--- config.mk ---
export PLATFORM = sky130hd
export DESIGN_NAME = round_sequencer_flat
export DESIGN_NICKNAME = d
export VERILOG_FILES = /design/src/rtl/round_sequencer_if.sv /design/src/rtl/round_sequencer.sv /design/src/flat_wrapper.sv
export SDC_FILE = /design/constraint.sdc
export NUM_CORES = 1
export LEC_CHECK = 0
export CORE_MARGIN = 2
export CORE_UTILIZATION = 52
export DETAILED_ROUTE_END_ITERATION = 10
export GPL_TIMING_DRIVEN = 0
export PLACE_DENSITY_LB_ADDON = 0.08
export SYNTH_ARGS = -nofsm -noshare
export SYNTH_HDL_FRONTEND = slang
export SYNTH_SLANG_ARGS = --single-unit
export TNS_END_PERCENT = 10
--- constraint.sdc ---
create_clock -name clk -period 2.6 [get_ports clk]
set_input_delay 0.78 -clock clk [delete_from_list [all_inputs] [get_ports clk]]
set_output_delay 0.78 -clock clk [all_outputs]
set_load 0.05 [all_outputs]
--- src/rtl/round_sequencer_if.sv ---
// Control/status bundle between the cipher controller (master) and the round sequencer (slave).
// Carries the start/done handshake, round index and per-round status flags.
`timescale 1ns/1ps
interface round_sequencer_if #(
  parameter int unsigned NUM_CNT_BITS = 5
);
  logic                    start;
  logic [NUM_CNT_BITS-1:0] rounds_val;
  logic                    ed_sel;
  logic                    count_enable;
  logic                    clear;
  logic [NUM_CNT_BITS-1:0] count_out;
  logic                    round_valid;
  logic                    first_round;
  logic                    last_round;
  logic                    busy;
  logic                    done;
  logic                    cfg_err;

  modport master (
    output start, rounds_val, ed_sel, count_enable, clear,
    input  count_out, round_valid, first_round, last_round, busy, done, cfg_err
  );

  modport slave (
    input  start, rounds_val, ed_sel, count_enable, clear,
    output count_out, round_valid, first_round, last_round, busy, done, cfg_err
  );
endinterface

--- src/rtl/round_sequencer.sv ---
// Programmable cipher round sequencer: counts 1..N (encrypt) or N..1 (decrypt) with stall,
// synchronous abort, a one-cycle done pulse and a cfg_err pulse for a zero round count.
`timescale 1ns/1ps
module round_sequencer #(
  parameter int unsigned NUM_CNT_BITS = 5
) (
  input logic               clk,
  input logic               rst,
  round_sequencer_if.slave  bus
);

  typedef enum logic [1:0] {StIdle, StRun, StDone} state_e;

  localparam logic [NUM_CNT_BITS-1:0] CntOne  = NUM_CNT_BITS'(1);
  localparam logic [NUM_CNT_BITS-1:0] CntZero = '0;

  state_e                  r_state;
  logic [NUM_CNT_BITS-1:0] r_count;
  logic [NUM_CNT_BITS-1:0] r_limit;
  logic                    r_mode;
  logic                    r_done;
  logic                    r_cfg_err;

  logic [NUM_CNT_BITS-1:0] w_start_idx;
  logic [NUM_CNT_BITS-1:0] w_final_idx;
  logic                    w_run;

  assign w_start_idx = r_mode ? r_limit : CntOne;
  assign w_final_idx = r_mode ? CntOne : r_limit;
  assign w_run       = (r_state == StRun);

  always_ff @(posedge clk or posedge rst) begin
    if (rst) begin
      r_state   <= StIdle;
      r_count   <= CntZero;
      r_limit   <= CntZero;
      r_mode    <= 1'b0;
      r_done    <= 1'b0;
      r_cfg_err <= 1'b0;
    end else begin
      r_done    <= 1'b0;
      r_cfg_err <= 1'b0;
      if (bus.clear) begin
        r_state <= StIdle;
        r_count <= CntZero;
      end else begin
        unique case (r_state)
          StIdle: begin
            if (bus.start) begin
              if (bus.rounds_val != CntZero) begin
                r_limit <= bus.rounds_val;
                r_mode  <= bus.ed_sel;
                r_count <= bus.ed_sel ? bus.rounds_val : CntOne;
                r_state <= StRun;
              end else begin
                r_cfg_err <= 1'b1;
              end
            end
          end
          StRun: begin
            // Termination is tested before stepping, so the index never leaves 1..limit.
            if (bus.count_enable) begin
              if (r_count == w_final_idx) begin
                r_state <= StDone;
                r_done  <= 1'b1;
              end else if (r_mode) begin
                r_count <= r_count - CntOne;
              end else begin
                r_count <= r_count + CntOne;
              end
            end
          end
          StDone: begin
            r_state <= StIdle;
          end
          default: begin
            r_state <= StIdle;
          end
        endcase
      end
    end
  end

  assign bus.count_out   = r_count;
  assign bus.round_valid = w_run;
  assign bus.first_round = w_run && (r_count == w_start_idx);
  assign bus.last_round  = w_run && (r_count == w_final_idx);
  assign bus.busy        = w_run || (r_state == StDone);
  assign bus.done        = r_done;
  assign bus.cfg_err     = r_cfg_err;

endmodule
--- src/flat_wrapper.sv ---
// flat-port wrapper written by rule: the top's interface ports become plain ports
module round_sequencer_flat 
#(
  parameter int unsigned NUM_CNT_BITS = 5
)
  (clk, rst, bus_start, bus_rounds_val, bus_ed_sel, bus_count_enable, bus_clear, bus_count_out, bus_round_valid, bus_first_round, bus_last_round, bus_busy, bus_done, bus_cfg_err);
  round_sequencer_if #(.NUM_CNT_BITS(NUM_CNT_BITS)) bus_i ();
  input logic clk;
  input logic rst;
  input wire logic [$bits(bus_i.start)-1:0] bus_start;
  input wire logic [$bits(bus_i.rounds_val)-1:0] bus_rounds_val;
  input wire logic [$bits(bus_i.ed_sel)-1:0] bus_ed_sel;
  input wire logic [$bits(bus_i.count_enable)-1:0] bus_count_enable;
  input wire logic [$bits(bus_i.clear)-1:0] bus_clear;
  output wire logic [$bits(bus_i.count_out)-1:0] bus_count_out;
  output wire logic [$bits(bus_i.round_valid)-1:0] bus_round_valid;
  output wire logic [$bits(bus_i.first_round)-1:0] bus_first_round;
  output wire logic [$bits(bus_i.last_round)-1:0] bus_last_round;
  output wire logic [$bits(bus_i.busy)-1:0] bus_busy;
  output wire logic [$bits(bus_i.done)-1:0] bus_done;
  output wire logic [$bits(bus_i.cfg_err)-1:0] bus_cfg_err;
  assign bus_i.start = bus_start;
  assign bus_i.rounds_val = bus_rounds_val;
  assign bus_i.ed_sel = bus_ed_sel;
  assign bus_i.count_enable = bus_count_enable;
  assign bus_i.clear = bus_clear;
  assign bus_count_out = bus_i.count_out;
  assign bus_round_valid = bus_i.round_valid;
  assign bus_first_round = bus_i.first_round;
  assign bus_last_round = bus_i.last_round;
  assign bus_busy = bus_i.busy;
  assign bus_done = bus_i.done;
  assign bus_cfg_err = bus_i.cfg_err;
  round_sequencer #(.NUM_CNT_BITS(NUM_CNT_BITS)) u_core (.clk(clk), .rst(rst), .bus(bus_i));
endmodule
### Yosys cells after proc, flatten, opt, wreduce, memory -nomap -nowiden

Cells that the tools add are included.

* bits in registers: 15
* bits in latches: 0
* RAM bits: 0
* memory bits (read-only): 0
* input port bits: 11
* logic and storage cells: 51
* memories kept: 0

* add/sub/neg operators: 2
* $mul: 0
* divide/modulo/power cells: 0
* magnitude comparators: 0
* eq/ne operators: 9
* shift-type cells: 0
* mux-type cells: 24
* bitwise gates (word level): 1
* reductions and logical operators: 9

Operator list (number)
* $mux W5: 9
* $ne A3 B3 Y1 const B: 4
* $eq A5 B5 Y1: 2
* $mux W2: 5
* $pmux W5 S2: 1
* $mux W1: 8
* $reduce_and A4 Y1: 2
* $add A5 B1 Y5 const B: 1
* $reduce_and A5 Y1: 1
* $reduce_bool A5 Y1: 1
* $sub A5 B1 Y5 const B: 1
* $pmux W2 S2: 1
* $ne A3 B2 Y1 const B: 1
* $reduce_bool A3 Y1: 1
* $eq A2 B1 Y1 const B: 1
* $eq A2 B2 Y1 const B: 1
* $logic_and A1 B1 Y1: 2
* $logic_not A2 Y1: 1
* $logic_or A1 B1 Y1: 1
* $not A1 Y1: 1

### Longest topological paths before layout

* depth in word-level cells: 6
* depth in mapped cells: 8

### Least setup slack after synthesis

Ideal clock, no wire load.

* kind: register -> output
* start: register u_core.r_state[1]
* end: output bus_first_round
* arrival: 2.936 ns
* setup slack: -1.116 ns
* cell stages (with the launch flop): 6
* path buffers: 1
* cell sequence: dfrtp_1 inv_1 ha_1 clkbuf_8 nand3_1 nor4_1

* longest elaborated chain between the ends: 2

Ends and longest elaborated chain
* start, declared: line round_sequencer.sv:17 `state_e r_state;`
* start signal, assigned: line round_sequencer.sv:34 `r_state <= StIdle;`
* start signal, assigned: line round_sequencer.sv:44 `r_state <= StIdle;`
* start signal, assigned: line round_sequencer.sv:54 `r_state <= StRun;`
* $eq A2 B1 Y1: line round_sequencer.sv:30 `assign w_run = (r_state == StRun);`
* via bus_round_valid: line flat_wrapper.sv:16 `output wire logic [$bits(bus_i.round_valid)-1:0] bus_round_valid;`
* $logic_and A1 B1 Y1: line round_sequencer.sv:86 `assign bus.first_round = w_run && (r_count == w_start_idx);`
* end, declared: line flat_wrapper.sv:17 `output wire logic [$bits(bus_i.first_round)-1:0] bus_first_round;`

The timed path passes the listed nets, and every way through them passes these cells.

### Worst setup path in the final report

* start: register u_core.r_count[2], in the netlist u_core.bus.count_out[2]
* end: output bus_last_round

* longest elaborated chain between the ends: 2

Ends and longest elaborated chain
* start, declared: line round_sequencer.sv:18 `logic [NUM_CNT_BITS-1:0] r_count;`
* start signal, assigned: line round_sequencer.sv:35 `r_count <= CntZero;`
* start signal, assigned: line round_sequencer.sv:45 `r_count <= CntZero;`
* start signal, assigned: line round_sequencer.sv:53 `r_count <= bus.ed_sel ? bus.rounds_val : CntOne;`
* $eq A5 B5 Y1: line round_sequencer.sv:87 `assign bus.last_round = w_run && (r_count == w_final_idx);`
* $logic_and A1 B1 Y1: line round_sequencer.sv:87
* end, declared: line flat_wrapper.sv:18 `output wire logic [$bits(bus_i.last_round)-1:0] bus_last_round;`

Every way passes these cells.

==> flow_summary.toml <==
[timing]
fin_worst_skew_ns = 0.00554
hold_viol_final = 0
fin_crit_sh = 0.999
fin_setup_tns_ns = 0
worst_pin_slew_ns = 0.573
relSlewSlack = 0.618
finalCriticalPeriod_ns = 2.60
maxSlewViolCount = 0
setup_viol = 0
rsz0062_at_grt = "true"
timing.fmax_ghz = 0.385

[routing]
route.met2.wl_mm = 1.47
viasPerCell = 6.01
met3_length_um = 184
drt-met1-wl_mm = 1.30
drt-pass1-iter-count = 4
avgRoutedWirePerCell_um = 15.4
vias = 1183
topRoutingLayerUsed = "met4"
finalWirelength_mm = 3.03
ant_nets = 0
drt_iter0_markers = 33
drc = 0

[die]
rows = 17
ios = 22
core_um2 = 2210
die_w_um = 52.6
start_util = 0.555
dieArea_um2 = 2770
die_y_um = 52.6

[outcome]
status = "finished, final reports clean"

[clock_tree]
cts_buffers = 3
cts_buffer_depth = 2
hold_buffers = 0
cts_tree = "yes"
insertion_delay_ns = 0.30
cts_sinks = 15
clockRootBuffer = "clkbuf_4"
clk_pin_slew_worst_paths_ns = 0.09
htreeDepth = 1

[worst_setup_path]
timing.rr.start = "u_core.bus.count_out[0]"
critPathLaunch = "u_core.bus.count_out[2]"
reg2reg_slack_ns = 0.52
cp-end-kind = "primary output"
critPathMaxFanout = 7
cp-start-kind = "flop"
cp.required_ns = 1.82
worstSetupPathType = "reg -> out"
crit_end = "bus_last_round"
crit_arrival_ns = 1.82
reg2regPathDepth = 7
r2r_end = "u_core.bus.count_out[2]"

[synth]
avgSynthCellArea_um2 = 8.77
synthCells = 140
synth-xor-area-share = 0.00714
synth-seq-cells = 15
synth-async-reset-ratio = 1.00
synthSimpleGateAreaFrac = 0.286
yosys.area_share.adder = 0.0775
synth_most_common_cell = "nand2_1"
syn-num-nets = 158
synthesis.area_um2 = 1230
synth-compound-area-share = 0.197
ys.flop_type = "dfrtp_1"
yosysTopAreaCell = "dfrtp_1"
yosysWarnings = 0
netlist.area_leader.share = 0.306
synth_top_family_by_area = "simple AND/OR/NAND/NOR gates"
synthMuxAreaShare = 0.0581
synth_cell_types = 50
yosysSeqAreaShare = 0.306
synth_common_cells = "19 x nand2_1, 15 x dfrtp_1, 10 x nor2_1"
synth-edff-count = 0
yosys-top-cells-area = "dfrtp_1 31%, ha_1 6.1%, nand2_1 5.8%, mux2i_1 4.9%, nor2_1 3.1%"

[grt]
grt_max_degree = 16
grt_pass1_wl_mm = 4.84
grt_pass1_vias = 1087
grt_usage = 0.239
grt_remaining_overflow = 0
antenna_found_initial = 0

[power]
power.density_nw_per_um2 = 1150
vdd.ir_drop.worst_v = 0.000764
total_power_mw = 1.82
power_leakage_nw = 0.676

[placement]
io_buffers = 20
dp_hpwl_mm = 2.25
placed_cell_area_um2 = 1480
place_congestion = 0.781

[layout]
diodes = 0
fin_util = 0.716
layout-drive-gt1-share = 0.213
fillers = 186
multi_input_area_um2 = 816
synthToLayoutAreaGrowth_pct = 29.1
stdcell_area_um2 = 1580
seqCellArea_um2 = 382
nets = 188

[run]
drv_cap = 0

[hold_path]
hold_class = "reg -> reg"
## through the flow
stage / instances / setup slack [ns] / hold slack [ns]
after global routing: 197 / -0.0443 / 0.575
after detailed placement: 188 / -0.609 / 0.516
final: 197 / 0.00269 / 0.535
after CTS: 193 / -0.00452 / 0.536
after floorplan: 140 / -0.0147 / 0.474
after global placement: 188 / -0.545 / 0.507
## timing repair
item,in CTS,in global routing
pin swaps,1,3
setup buffers,1,4
resized for setup,18,8
setup endpoints to repair,4,2
## worst max-delay path, cell delays in order (launching register included)
cell      delay [ns]
dfrtp_2         0.46
and4bb_1        0.30
a32oi_2         0.07
a221oi_4        0.34
and2_4          0.20
buf_8           0.14
## routing by layer
metal  vias to the layer above  track usage
li1                        560            -
met1                       566        0.319
met2                        48        0.398
met3                         9       0.0229
met4                         0       0.0940
met5                         -            0
## cell usage in the layout, fill, tap and decap left out, types with 2 or more instances in the layout
master           netlist  routed
a21oi_1                3       3
a22o_1                 3       3
a22oi_1                2       2
and3_1                 3       3
and3b_2                2       2
buf_4                  0       5
buf_6                  2       3
clkbuf_1               1       2
clkbuf_4               0       3
clkdlybuf4s50_1        0      16
dfrtp_1               15      10
dfrtp_2                0       5
dlygate4sd2_1          0       2
ha_1                   6       5
inv_1                  9       9
mux2i_1                6       6
nand2_1               19      19
nand2b_1               4       4
nand3_1                7       7
nor2_1                10      10
nor2b_1                3       3
nor3_1                 2       2
nor3b_1                2       2
o21ai_0                6       6
o32ai_1                2       2
or2b_2                 3       3
## cell families (layout without fill, tap and decap cells)
family | Yosys count | after routing
DFF | 15 | 15
adders and majority gates | 7 | 7
muxes | 7 | 7
and+or+nand+nor | 64 | 64
AOI/OAI and AO/OA | 31 | 31
buffers and inverters | 15 | 44
xor gates and xnor gates | 1 | 1
## layout make-up
cell class | instances | share of cell area
inverter | 10 | 0.0245
timing repair buffer | 25 | 0.152
multi-input combinational | 110 | 0.515
tap | 28 | 0.0221
sequential | 15 | 0.241
clock buffer | 4 | 0.0166
buffer | 5 | 0.0284
## report_power, final
part	switching, mW	internal (mW)
Sequential	0.129	0.317
Clock	0.0813	0.0598
Combinational	0.700	0.531
## sequential cells by signal, indices dropped and copies added (netlist names)
signal and count:
u_core.bus.count_out 5, u_core.r_limit 5, u_core.r_state 2, u_core.bus.cfg_err 1
u_core.bus.done 1, u_core.r_mode 1
## worst min-delay path by stage
| stage | startpoint | end | slack [ns] | cells past startpoint |
|---|---|---|---|---|
| global placement | u_core.r_limit[0] | u_core.r_limit[0] | 0.51 | 1 |
| floorplan | u_core.r_limit[0] | u_core.r_limit[0] | 0.47 | 1 |
| finish | u_core.r_limit[0] | u_core.r_limit[0] | 0.53 | 1 |
| CTS | u_core.r_limit[0] | u_core.r_limit[0] | 0.54 | 1 |
| detailed placement | u_core.r_limit[0] | u_core.r_limit[0] | 0.52 | 1 |
| global route | u_core.r_limit[0] | u_core.r_limit[0] | 0.57 | 1 |
Note: power is estimated with default switching activity, not from simulation.
